[src/rtl/signal_lamp_pkg.sv]
// Shared mode encodings and default timing parameters for the signal lamp driver.
package signal_lamp_pkg;

  typedef enum logic [1:0] {
    ModeRun   = 2'b00,
    ModeFlash = 2'b01,
    ModeFault = 2'b10
  } mode_e;

  localparam int unsigned TickDivDefault    = 1000;
  localparam int unsigned IdleTicksDefault  = 4;
  localparam int unsigned BlinkTicksDefault = 5;

endpackage

[src/rtl/signal_lamp_if.sv]
// Lamp command inputs and physical lamp / status outputs of the lamp driver.
interface signal_lamp_if;
  logic       red_in;
  logic       yellow_in;
  logic       green_in;
  logic       fault_clr;
  logic       lamp_red;
  logic       lamp_yellow;
  logic       lamp_green;
  logic       fault;
  logic [1:0] mode;

  // Upstream side: drives lamp commands, observes lamp drives.
  modport master (
    output red_in, yellow_in, green_in, fault_clr,
    input  lamp_red, lamp_yellow, lamp_green, fault, mode
  );

  // Driver side.
  modport slave (
    input  red_in, yellow_in, green_in, fault_clr,
    output lamp_red, lamp_yellow, lamp_green, fault, mode
  );
endinterface

[src/rtl/signal_lamp_driver_tick_prescaler.sv]
// Free-running prescaler: one-cycle tick every DIV clk cycles.
module tick_prescaler
  import signal_lamp_pkg::*;
#(
  parameter int unsigned DIV = TickDivDefault
) (
  input  logic clk,
  input  logic rst_n,
  output logic tick
);
  localparam int unsigned CntW = $clog2(DIV);
  localparam logic [CntW-1:0] CntLast = CntW'(DIV - 1);

  logic [CntW-1:0] cnt_q, cnt_d;

  // Tick while the count sits at its last value; wrap to zero on that edge.
  always_comb begin
    tick  = (cnt_q == CntLast);
    cnt_d = tick ? '0 : cnt_q + 1'b1;
  end

  // Count register.
  always_ff @(posedge clk or negedge rst_n) begin
    if (!rst_n) begin
      cnt_q <= '0;
    end else begin
      cnt_q <= cnt_d;
    end
  end
endmodule

[src/rtl/signal_lamp_driver.sv]
// Lamp driver: mirrors upstream lamp commands, falls back to flashing yellow
// when the upstream goes dark, and latches a red-only fault on conflicting commands.
module signal_lamp_driver
  import signal_lamp_pkg::*;
#(
  parameter int unsigned TICK_DIV    = TickDivDefault,
  parameter int unsigned IDLE_TICKS  = IdleTicksDefault,
  parameter int unsigned BLINK_TICKS = BlinkTicksDefault
) (
  input logic          clk,
  input logic          rst_n,
  signal_lamp_if.slave bus
);
  localparam int unsigned IdleW  = $clog2(IDLE_TICKS + 1);
  localparam int unsigned BlinkW = $clog2(BLINK_TICKS + 1);
  localparam logic [IdleW-1:0]  IdleLast  = IdleW'(IDLE_TICKS - 1);
  localparam logic [BlinkW-1:0] BlinkLast = BlinkW'(BLINK_TICKS - 1);

  logic              tick;
  mode_e             state_q, state_d;
  logic [IdleW-1:0]  idle_q, idle_d;
  logic [BlinkW-1:0] blink_q, blink_d;
  logic              red_q, red_d, yel_q, yel_d, grn_q, grn_d, fault_q, fault_d;
  logic              illegal, dark, flash_yel;

  tick_prescaler #(
    .DIV (TICK_DIV)
  ) u_prescaler (
    .clk   (clk),
    .rst_n (rst_n),
    .tick  (tick)
  );

  assign illegal = (bus.red_in & bus.yellow_in) | (bus.red_in & bus.green_in) |
                   (bus.yellow_in & bus.green_in);
  assign dark    = ~(bus.red_in | bus.yellow_in | bus.green_in);

  // Next-state, counters, then lamp drives decoded from the state being entered.
  always_comb begin
    state_d   = state_q;
    idle_d    = idle_q;
    blink_d   = blink_q;
    flash_yel = yel_q;
    case (state_q)
      ModeRun: begin
        if (illegal) begin
          state_d = ModeFault;
        end else if (!dark) begin
          idle_d = '0;
        end else if (tick) begin
          if (idle_q >= IdleLast) begin
            state_d   = ModeFlash;
            idle_d    = '0;
            blink_d   = '0;
            flash_yel = 1'b1;
          end else begin
            idle_d = idle_q + 1'b1;
          end
        end
      end
      ModeFlash: begin
        if (illegal) begin
          state_d = ModeFault;
        end else if (!dark) begin
          state_d = ModeRun;
          idle_d  = '0;
        end else if (tick) begin
          if (blink_q >= BlinkLast) begin
            blink_d   = '0;
            flash_yel = ~yel_q;
          end else begin
            blink_d = blink_q + 1'b1;
          end
        end
      end
      ModeFault: begin
        if (bus.fault_clr && !illegal) begin
          state_d = ModeRun;
          // RUN keeps the idle counter, so a coinciding dark tick is counted.
          idle_d  = (dark && tick) ? IdleW'(1) : '0;
        end
      end
      default: begin
        state_d = ModeRun;
        idle_d  = '0;
      end
    endcase

    red_d   = 1'b0;
    yel_d   = 1'b0;
    grn_d   = 1'b0;
    fault_d = 1'b0;
    case (state_d)
      ModeFlash: yel_d = flash_yel;
      ModeFault: begin
        red_d   = 1'b1;
        fault_d = 1'b1;
      end
      default: begin
        red_d = bus.red_in;
        yel_d = bus.yellow_in;
        grn_d = bus.green_in;
      end
    endcase
  end

  // State, counters and registered lamp drives.
  always_ff @(posedge clk or negedge rst_n) begin
    if (!rst_n) begin
      state_q <= ModeRun;
      idle_q  <= '0;
      blink_q <= '0;
      red_q   <= 1'b0;
      yel_q   <= 1'b0;
      grn_q   <= 1'b0;
      fault_q <= 1'b0;
    end else begin
      state_q <= state_d;
      idle_q  <= idle_d;
      blink_q <= blink_d;
      red_q   <= red_d;
      yel_q   <= yel_d;
      grn_q   <= grn_d;
      fault_q <= fault_d;
    end
  end

  assign bus.lamp_red    = red_q;
  assign bus.lamp_yellow = yel_q;
  assign bus.lamp_green  = grn_q;
  assign bus.fault       = fault_q;
  assign bus.mode        = state_q;
endmodule

[src/flat_wrapper.sv]
// flat-port wrapper written by rule: the top's interface ports become plain ports
module signal_lamp_driver_flat import signal_lamp_pkg::*;
#(
  parameter int unsigned TICK_DIV    = TickDivDefault,
  parameter int unsigned IDLE_TICKS  = IdleTicksDefault,
  parameter int unsigned BLINK_TICKS = BlinkTicksDefault
)
  (clk, rst_n, bus_red_in, bus_yellow_in, bus_green_in, bus_fault_clr, bus_lamp_red, bus_lamp_yellow, bus_lamp_green, bus_fault, bus_mode);
  signal_lamp_if bus_i ();
  input logic clk;
  input logic rst_n;
  input wire logic [$bits(bus_i.red_in)-1:0] bus_red_in;
  input wire logic [$bits(bus_i.yellow_in)-1:0] bus_yellow_in;
  input wire logic [$bits(bus_i.green_in)-1:0] bus_green_in;
  input wire logic [$bits(bus_i.fault_clr)-1:0] bus_fault_clr;
  output wire logic [$bits(bus_i.lamp_red)-1:0] bus_lamp_red;
  output wire logic [$bits(bus_i.lamp_yellow)-1:0] bus_lamp_yellow;
  output wire logic [$bits(bus_i.lamp_green)-1:0] bus_lamp_green;
  output wire logic [$bits(bus_i.fault)-1:0] bus_fault;
  output wire logic [$bits(bus_i.mode)-1:0] bus_mode;
  assign bus_i.red_in = bus_red_in;
  assign bus_i.yellow_in = bus_yellow_in;
  assign bus_i.green_in = bus_green_in;
  assign bus_i.fault_clr = bus_fault_clr;
  assign bus_lamp_red = bus_i.lamp_red;
  assign bus_lamp_yellow = bus_i.lamp_yellow;
  assign bus_lamp_green = bus_i.lamp_green;
  assign bus_fault = bus_i.fault;
  assign bus_mode = bus_i.mode;
  signal_lamp_driver #(.TICK_DIV(TICK_DIV), .IDLE_TICKS(IDLE_TICKS), .BLINK_TICKS(BLINK_TICKS)) u_core (.clk(clk), .rst_n(rst_n), .bus(bus_i));
endmodule
[config.mk]
export PLATFORM = sky130hd
export DESIGN_NAME = signal_lamp_driver_flat
export DESIGN_NICKNAME = d
export VERILOG_FILES = /design/src/rtl/signal_lamp_pkg.sv /design/src/rtl/signal_lamp_if.sv /design/src/rtl/signal_lamp_driver_tick_prescaler.sv /design/src/rtl/signal_lamp_driver.sv /design/src/flat_wrapper.sv
export SDC_FILE = /design/constraint.sdc
export NUM_CORES = 1
export LEC_CHECK = 0
export BUFFER_PORTS_ARGS = -buffer_cell sky130_fd_sc_hd__buf_2
export CORE_MARGIN = 4
export CORE_UTILIZATION = 45
export DETAILED_ROUTE_END_ITERATION = 10
export GPL_ROUTABILITY_DRIVEN = 0
export PLACE_DENSITY = 0.62
export SKIP_CTS_REPAIR_TIMING = 1
export SLEW_MARGIN = 15
export SYNTH_ARGS = -nofsm -noshare
export SYNTH_HDL_FRONTEND = slang
export SYNTH_HIERARCHICAL = 1
export SYNTH_SLANG_ARGS = --single-unit
[constraint.sdc]
create_clock -name clk -period 4.5 [get_ports clk]
set_input_delay 0.45 -clock clk [delete_from_list [all_inputs] [get_ports clk]]
set_output_delay 0.45 -clock clk [all_outputs]
set_load 0.005 [all_outputs]
==> results list, run 1 <==
- Total standard cell area after synthesis: 0.00121 mm2
- Highest fanout seen on the critical path: 7
- Of the post-synthesis cell area, the dominant cell type holds 0.455.
* Initial core utilization: 0.480
- The first global-routing pass estimated between 4000 and 5000 um of wire.
- The share of total power dissipated in sequential elements is 0.539.
* Vias in the first global route: 845
* Min cycle time layout: 3.17 ns
- The average instance in the mapped netlist occupies 10.4 um2.
- The floorplan has 18 rows.
- STA classifies the critical path endpoint as a register.
* Global-route usage over all layers: 0.148
- Number of remaining DRC errors: 0
* Class of the most critical hold timing path: in -> async
* Warnings, synthesis: 6
- Pins over their slew limit: 0
- Counting the buffers created by CTS gives 3.
* Filler Cells Inserted: approximately 240
- Of the total synthesized cell area, the portion taken by XOR and XNOR cells is 0.0362.
- In this run the tool buffered the top-level ports with 11 buffer cells.
- CTS placed an instance of sky130_fd_sc_hd__clkbuf_4 at the clock tree root.
* EDFF count, synth: 0
- Finished layout cell area: 0.00134 mm2
- The completed layout was analyzed and its total power is roughly 0.38 mW.
* Flip-flop cell with the highest count after synthesis: sky130_fd_sc_hd__dfrtp_1
- At the later pin of the worst-skew pair, clock insertion delay measures 0.31 ns.
* Combinational share of power: 0.067
- Global routing finished with a remaining overflow of 0.
- The routed design has 2120 um of wire.
* Vias: ~850
* CP Data Arrival Time: roughly 3.4 ns
- Hold Violations, Final: 0
* Layout Nets: roughly 140
- Across all hold checks on the routed design, the worst slack comes to 0.0763 ns.
* Cell type contributing the most total cell area after synthesis: sky130_fd_sc_hd__dfrtp_1
* Clock-pin slew of the registers on the worst-case setup and hold paths: 0.13 ns
- Area growth from synthesis to layout: 10.4%
- The first detailed-routing pass took 4 iterations.
- Max Buffers Root-to-Sink: 2
* Outcome: finished, final reports clean
- Synthesis produced a netlist with a net count of 130.
- RSZ-0062 raised after global routing: false
- After synthesis, the largest family of logic cells by area is simple AND/OR/NAND/NOR gates.
- Crit path required time: 4.70 ns
* Diode insertion count for antenna repair: 0
- Switching power of the nets: 0.0794 mW
- Adding up every negative setup slack in the final design gives 0 ns.
- Fraction of the cycle the final worst path needs: 0.705
* Pwr per Cell Area: about 290 mW/mm2
- Internal Dissipation: roughly 0.3 mW
* Vias per Instance: 5.35
- Of the total synthesized cell area, the portion taken by AND, OR, NAND and NOR gates is 0.222.
- For this design the static power due to leakage is 0.617 nW.
* Fraction of layout cells with a size suffix above 1: 0.234
- Setup violations remaining at the end of the flow were counted as 0.
* Antenna Violating Nets Remaining: 0
- Max-slew headroom: 0.457
* Mux share of post-synthesis cell area: 0.0362
- Based on the critical path, the design can be clocked at up to 0.315 GHz.
- Compound-cell area share of the yosys netlist: 0.118
* Per-cell routed wire length: 13.4 um
* Number of synthesized register bits: 22
- Dominant cells by area after synthesis: sky130_fd_sc_hd__dfrtp_1 (46%), sky130_fd_sc_hd__ha_1 (8.3%), sky130_fd_sc_hd__mux2_2 (2.8%)
- Number of H-tree levels: 1
- Summing all placed instances gives a cell area of 0.00128 mm2.
- Kind of start point of the critical path: register
* Core area: 0.00252 mm2
- For the pin with the worst max-slew slack, the measured transition is ~0.81 ns.
* Worst Clk Skew: 0.0105 ns
- The netlist uses 41 different library cells.
* DP HPWL: between 1500 and 2000 um
- Number of maximum-capacitance violations: 0
- Initial antenna violation count: 0
- Of all flip-flops after synthesis, the portion carrying an async set or reset was 1.00.
- The die is ~60 um wide.
- Die outline height: 59.9 um
* Peak supply drop: between 0.2 and 0.25 mV
- Adder-cell share of the synthesized area: 0.0910
- Clock sink count: 22
- For this run, the register share of the synthesized area comes to 0.455.
* Clock tree from TritonCTS: built
* Number of primary I/O pins: 12
* Crit Path Class: reg -> reg
* Switching part of the total power: 0.208
* Largest net degree at the start of global routing: 23
- Clock group share of total power: 0.394
- Synthesis produced a netlist whose cell count is 116.
- The detailed router finished its first iteration with 36 violations.
- Area enclosed by the die boundary: between 0.003 and 0.004 mm2
## cell usage after synthesis (2+ instances only)
library cell / n
sky130_fd_sc_hd__dfrtp_1: 22
sky130_fd_sc_hd__o21ai_0: 6
sky130_fd_sc_hd__nand2_1: 7
sky130_fd_sc_hd__nand2b_1: 2
sky130_fd_sc_hd__a21o_1: 2
sky130_fd_sc_hd__a31oi_1: 2
sky130_fd_sc_hd__a21oi_1: 3
sky130_fd_sc_hd__and3_1: 3
sky130_fd_sc_hd__ha_1: 8
sky130_fd_sc_hd__nor2_2: 4
sky130_fd_sc_hd__mux2_2: 3
sky130_fd_sc_hd__nor2b_1: 2
sky130_fd_sc_hd__nor3_1: 2
sky130_fd_sc_hd__nor2_1: 5
sky130_fd_sc_hd__nand3b_1: 3
sky130_fd_sc_hd__o211ai_1: 2
sky130_fd_sc_hd__xor2_1: 2
sky130_fd_sc_hd__nand3_1: 6
sky130_fd_sc_hd__xnor2_1: 3
sky130_fd_sc_hd__inv_1: 8
## area by class of cell
| type | count | area (um2) | share of cell area |
|---|---|---|---|
| clock buffer | 3 | 22.5 | 0.0169 |
| clock inverter | 1 | 30.0 | 0.0225 |
| inverter | 8 | 30.0 | 0.0225 |
| multi-input combinational | 83 | 611 | 0.457 |
| sequential | 22 | 551 | 0.412 |
| tap | 30 | 37.5 | 0.0281 |
| timing repair buffer | 11 | 55.1 | 0.0412 |
## through the flow
stage               setup slack (ns)   util  instances
floorplan                       1.65      -        116
global placement                1.42  0.508        154
detailed placement              1.33  0.508        154
CTS                             1.29  0.529        158
global route                    1.09  0.530        158
finish                          1.33  0.530        158
## power groups by stage
stage                     registers, mW  clock network [mW]  logic [mW]
after CTS                         0.206               0.157      0.0261
after detailed placement          0.210                   0      0.0258
final                             0.206               0.151      0.0255
after global placement            0.210                   0      0.0253
after floorplan                   0.209                   0      0.0123
after global routing              0.207               0.165      0.0289
## cell usage in the layout, fill, tap and decap left out, drive strengths merged, types with 2 or more instances in the layout
cell type  instances
and3               3
mux2               3
ha                 8
o21ai              6
nand3              6
nand2              8
xnor2              3
nor2b              3
xor2               2
nor3               2
o211ai             2
a31oi              2
clkbuf             3
dfrtp             22
a21o               3
nor2               9
a21oi              3
nor4               2
nand3b             3
nand2b             2
inv                8
buf               11
## kinds of logic after synthesis
family                   count (synthesis)
AO/OA/AOI/OAI                           21
flip-flops                              22
adder cells (fa/ha/maj)                  9
multiplexers                             4
AND/OR/NAND/NOR                         44
buffers and inverters                   11
XOR/XNOR                                 5
## flip-flops by register name, indices dropped and copies added (netlist names)
name,count
u_core/bus.lamp_green,1
u_core/u_prescaler/cnt_q,10
u_core/idle_q,3
u_core/blink_q,3
u_core/bus.lamp_red,1
u_core/bus.mode,2
u_core/bus.fault,1
u_core/bus.lamp_yellow,1
## critical path, stage by stage, from the launching register on
cell and delay [ns]:
sky130_fd_sc_hd__dfrtp_1 0.44, sky130_fd_sc_hd__ha_1 0.24, sky130_fd_sc_hd__nand2_2 0.09, sky130_fd_sc_hd__nor4b_4 0.27, sky130_fd_sc_hd__and3_1 0.42, sky130_fd_sc_hd__a21oi_1 0.10
sky130_fd_sc_hd__nand2b_1 0.17, sky130_fd_sc_hd__inv_1 0.13, sky130_fd_sc_hd__ha_1 0.19, sky130_fd_sc_hd__or3b_2 0.45, sky130_fd_sc_hd__a21o_1 0.18, sky130_fd_sc_hd__nand3_1 0.08
sky130_fd_sc_hd__mux2_2 0.32
## final timing paths
kind | start | endpoint | slack, ns | cells after the start
max | u_core/u_prescaler/cnt_q[0] | u_core/bus.lamp_yellow | 1.33 | 12
min reg2reg | u_core/blink_q[1] | u_core/blink_q[1] | 0.52 | 2
max reg2reg | u_core/u_prescaler/cnt_q[0] | u_core/bus.lamp_yellow | 1.33 | 12
min | rst_n | u_core/u_prescaler/cnt_q[9] | 0.08 | 1
min in group clk | bus_green_in | u_core/bus.lamp_green | 0.42 | 2
max in group asynchronous | rst_n | u_core/u_prescaler/cnt_q[6] | 4.08 | 1
## metal layers
metal	wire, um	track usage
met1	1080	0.211
met2	957	0.215
met3	72	0.0475
met4	14	0.0411
met5	0	0
No activity file was read; power rests on OpenSTA's default activity.
==> run 2: changes to the inputs <==
--- a/config.mk
+++ b/config.mk
@@ -5,12 +5,13 @@
 export SDC_FILE = /design/constraint.sdc
 export NUM_CORES = 1
 export LEC_CHECK = 0
+export ABC_AREA = 1
 export BUFFER_PORTS_ARGS = -buffer_cell sky130_fd_sc_hd__buf_2
 export CORE_MARGIN = 4
 export CORE_UTILIZATION = 45
 export DETAILED_ROUTE_END_ITERATION = 10
 export GPL_ROUTABILITY_DRIVEN = 0
-export PLACE_DENSITY = 0.62
+export PLACE_DENSITY = 0.64
 export SKIP_CTS_REPAIR_TIMING = 1
 export SLEW_MARGIN = 15
 export SYNTH_ARGS = -nofsm -noshare
==> constraint.sdc (replaced) <==
create_clock -name clk -period 2.83 [get_ports clk]
set_input_delay 0.283 -clock clk [delete_from_list [all_inputs] [get_ports clk]]
set_output_delay 0.283 -clock clk [all_outputs]
set_load 0.005 [all_outputs]
==> run 2 against run 1 <==
Worst setup slack got worse by 0.61 ns. Wire length rose by 11%. Combinational power rose by 120%. Via count rose by 31%. Critical path depth rose by 2. Sequential share of layout area fell by 3.9 points. Final area rose by 11%. Maximum frequency rose by 50%. Largest cell class unchanged. Highest routed layer unchanged.
==> results list, run 2 <==
* Drt pass-1 iters: 4 (unchanged)
- Initial antenna violation count: 0 (unchanged)
- Layout Nets: 205 (was 143)
- Final Setup Violations: 0 (unchanged)
- PnR Total Power: 0.550 mW (was 0.382 mW)
* Syn_area_per_cell: 7.71 um2 (was 10.4 um2)
* Initial core utilization: 0.481 (was 0.480)
- Rows: 19 (was 18)
- Hold Violations, Final: 0 (unchanged)
* Area fraction of the dominant cell type after synthesis: 0.408 (was 0.455)
- Worst Clk Skew: 0.00713 ns (was 0.0105 ns)
* Flip-flop cell with the highest count after synthesis: sky130_fd_sc_hd__dfrtp_1 (unchanged)
- The clock latency reported for the late side of the worst-skew pair was 0.30 ns (was 0.31 ns).
* Synthesized net count: 189 (was 130)
* Final WL: 2350 um (was 2120 um)
* DR WL met2: 1150 um (was 957 um)
* Area growth from synthesis to layout: 9.55% (was 10.4%)
- The number of standard cells after synthesis is 175 (was 116).
- Register with the most flip-flops: u_core/u_prescaler/cnt_q (unchanged)
- Global route overflow: 0 (unchanged)
- Class of the most critical hold timing path: in -> reg (was in -> async)
- Most common library cell in the layout ignoring fill and taps: sky130_fd_sc_hd__nand2_1 (was sky130_fd_sc_hd__dfrtp_1)
* Clock-pin slew of the registers on the worst-case setup and hold paths: 0.11 ns (was 0.13 ns)
- The HPWL after detailed placement came to 1920 um (was 1610 um).
- Number of primary I/O pins: 12 (unchanged)
* Clock tree from TritonCTS: built (unchanged)
- The global routing usage summed across all routing layers is 0.140 (was 0.148).
- Top library cells by usage in the layout, fill and taps aside: sky130_fd_sc_hd__nand2_1 (50), sky130_fd_sc_hd__nor2_1 (25), sky130_fd_sc_hd__inv_1 (24) (was sky130_fd_sc_hd__dfrtp_1 (22), sky130_fd_sc_hd__buf_2 (11), sky130_fd_sc_hd__inv_1 (8), sky130_fd_sc_hd__ha_1 (8), sky130_fd_sc_hd__nand2_1 (7)).
- RSZ-0062 raised after global routing: false (unchanged)
- The element type at the critical path end is a register (unchanged).
- Hold path startpoint: bus_green_in
* Total standard cell area after synthesis: 0.00135 mm2 (was 0.00121 mm2)
* Vias per Instance: 5.01 (was 5.35)
* Kind of start point of the critical path: register (unchanged)
- The time the final worst path needs with I/O delays and setup was 2.12 ns (was 3.17 ns).
- Max-slew headroom: 0.677 (was 0.457)
- IO buf count: 11 (unchanged)
- The starting DRC count in detailed routing is 48 (was 36).
* Wire length of the first global-routing pass: 4520 um (was 4000 um)
- Root buf cell: sky130_fd_sc_hd__clkbuf_4 (unchanged)
- Launching point of the worst reg2reg path: u_core/u_prescaler/cnt_q[0] (unchanged)
* Crit path required time: 3.03 ns (was 4.70 ns)
- Outcome: finished, final reports clean (unchanged)
- The number of pins with negative max-slew slack in the final report is 0 (unchanged).
- Largest registers: u_core/u_prescaler/cnt_q: 10 flops, u_core/blink_q: 3 flops, u_core/idle_q: 3 flops (unchanged).
- Antenna Violating Nets Remaining: 0 (unchanged)
- Most frequent cells after synthesis: sky130_fd_sc_hd__nand2_1 (50), sky130_fd_sc_hd__nor2_1 (25), sky130_fd_sc_hd__inv_1 (24) (was sky130_fd_sc_hd__dfrtp_1 (22), sky130_fd_sc_hd__ha_1 (8), sky130_fd_sc_hd__inv_1 (8)).
- The maximum buffer depth of the clock tree was 2 (unchanged).
- Warnings, synthesis: 6 (unchanged)
- The count of clock tree sinks came to 22 (unchanged).
- The start-to-end type of the worst setup path was reg -> reg (unchanged).
- CP Data Arrival Time: 2.32 ns (was 3.37 ns)
- Core area: 0.00281 mm2 (was 0.00252 mm2)
- The async set or reset register ratio after synthesis came to 1.00 (unchanged).
- Leakage power figure: 0.777 nW (was 0.617 nW)
- Fraction of the cycle the final worst path needs: 0.749 (was 0.705)
* Area enclosed by the die boundary: 0.00394 mm2 (was 0.00358 mm2)
- Number of maximum-capacitance violations: 0 (unchanged)
* Worst setup startpoint: u_core/u_prescaler/cnt_q[0] (unchanged)
- Sum of routed wire segments on met1: 1110 um (was 1080 um)
- Upper clock frequency limit: 0.472 GHz (was 0.315 GHz)
- The highest metal layer used by the detailed router is met4 (unchanged).
- Die outline height: 62.7 um (was 59.9 um)
- The power density over the cells came to 372 mW/mm2 (was 286 mW/mm2).
* Highest fanout seen on the critical path: 3 (was 7)
- EDFF count, synth: 0 (unchanged)
- Least-Margin Pin Slew: 0.485 ns (was 0.813 ns)
- The top cell type by total area after synthesis is sky130_fd_sc_hd__dfrtp_1 (unchanged).
* Number of H-tree levels: 1 (unchanged)
* Peak supply drop: 0.192 mV (was 0.249 mV)
- Vias: 1107 (was 846)
* Horiz. Die Dim: 62.7 um (was 59.9 um)
- Yosys cell types: 25 (was 41)
- Diode insertion count for antenna repair: 0 (unchanged)
* Number of remaining DRC errors: 0 (unchanged)
- The final-layout setup total negative slack came to 0 ns (unchanged).
- Metal3 WL: 74 um (was 72 um)
* Vias in the first global route: 1121 (was 845)
- Dominant cells by area after synthesis: sky130_fd_sc_hd__dfrtp_1 (41%), sky130_fd_sc_hd__nand2_1 (14%), sky130_fd_sc_hd__ha_1 (7.4%) (was sky130_fd_sc_hd__dfrtp_1 (46%), sky130_fd_sc_hd__ha_1 (8.3%), sky130_fd_sc_hd__mux2_2 (2.8%)).
- Inserted Clock Buffers: 3 (unchanged)
- Sequential share of the synthesized area: 0.408 (was 0.455)
* Fraction of layout cells with a size suffix above 1: 0.163 (was 0.234)
- Per-cell routed wire length: 10.6 um (was 13.4 um)
* Count leader, synth: sky130_fd_sc_hd__nand2_1 (was sky130_fd_sc_hd__dfrtp_1)
- Number of synthesized register bits: 22 (unchanged)
* Number of flip-flops under the largest register name: 10 (unchanged)
- Largest net degree at the start of global routing: 23 (unchanged)
[run 2: cell types whose count changed in the layout (fill, tap and decap cells not counted), moves of 3 or more]
cell / previous run / this run
sky130_fd_sc_hd__and3_1: 3 / 0
sky130_fd_sc_hd__nand3_1: 6 / 12
sky130_fd_sc_hd__mux2_2: 3 / 0
sky130_fd_sc_hd__nor2_1: 5 / 25
sky130_fd_sc_hd__xnor2_1: 3 / 0
sky130_fd_sc_hd__nand2_1: 7 / 50
sky130_fd_sc_hd__inv_1: 8 / 24
sky130_fd_sc_hd__o21ai_0: 6 / 2
sky130_fd_sc_hd__o21ai_1: 0 / 5
[run 2: area by class of cell]
type | count | area (um2)
Sequential cell | 22 | 551
Fill cell | 278 | 1330
Inverter | 26 | 100
Tap cell | 31 | 38.8
Timing Repair Buffer | 12 | 65.1
Clock buffer | 4 | 36.3
Multi-Input combinational cell | 126 | 687
[run 2: through the flow]
stage	instance area, um2	setup WS, ns	util	instances	hold WS, ns
after floorplan	1350	0.930	-	175	-0.0126
after global placement	1430	0.814	0.510	216	0.271
after detailed placement	1430	0.695	0.510	216	0.274
final	1480	0.711	0.527	221	0.240
after global routing	1480	0.384	0.527	221	0.241
after CTS	1470	0.680	0.523	220	-0.0725
[run 2: worst paths after layout]
kind                       slack [ns]                           to  cells after the start
hold / removal                   0.24        u_core/bus.lamp_green                      3
max in group asynchronous        2.04  u_core/u_prescaler/cnt_q[3]                      2
setup reg to reg                 0.71       u_core/bus.lamp_yellow                     14
hold reg to reg                  0.51             u_core/idle_q[2]                      2
setup / recovery                 0.71       u_core/bus.lamp_yellow                     14
min in group asynchronous        0.46  u_core/u_prescaler/cnt_q[9]                      2
[run 2: critical path: stages (launching register included)]
cell	delay, ns
sky130_fd_sc_hd__dfrtp_1	0.41
sky130_fd_sc_hd__ha_1	0.23
sky130_fd_sc_hd__nand2_1	0.12
sky130_fd_sc_hd__inv_1	0.08
sky130_fd_sc_hd__nand3_1	0.13
sky130_fd_sc_hd__inv_1	0.07
sky130_fd_sc_hd__inv_1	0.10
sky130_fd_sc_hd__nor2_1	0.07
sky130_fd_sc_hd__a31oi_1	0.21
sky130_fd_sc_hd__inv_1	0.12
sky130_fd_sc_hd__ha_1	0.22
sky130_fd_sc_hd__nand2_1	0.06
sky130_fd_sc_hd__o21ai_0	0.06
sky130_fd_sc_hd__nand3_1	0.09
sky130_fd_sc_hd__nand2_1	0.05
[run 2: kinds of logic (layout without fill, tap and decap cells)]
family | Yosys count | after routing | share of synthesized area
xor gates and xnor gates | 2 | 2 | 0.0130
DFF | 22 | 22 | 0.408
AOI/OAI and AO/OA | 14 | 14 | 0.0724
adders and majority gates | 8 | 8 | 0.0742
and+or+nand+nor | 102 | 102 | 0.350
buffers and inverters | 27 | 42 | 0.0826
[run 2: report_power, final]
group | internal, mW | total (mW) | switching (mW) | leakage, nW
registers | 0.321 | 0.326 | 0.00494 | 0.281
clock network | 0.0784 | 0.169 | 0.0902 | 0.0210
logic | 0.0205 | 0.0561 | 0.0355 | 0.475
total | 0.420 | 0.550 | 0.131 | 0.777
[run 2: routing by layer]
layer,vias up,track usage
li1,580,-
met2,18,0.250
met4,0,0.0496
met5,-,0
met1,507,0.169
met3,2,0.0234
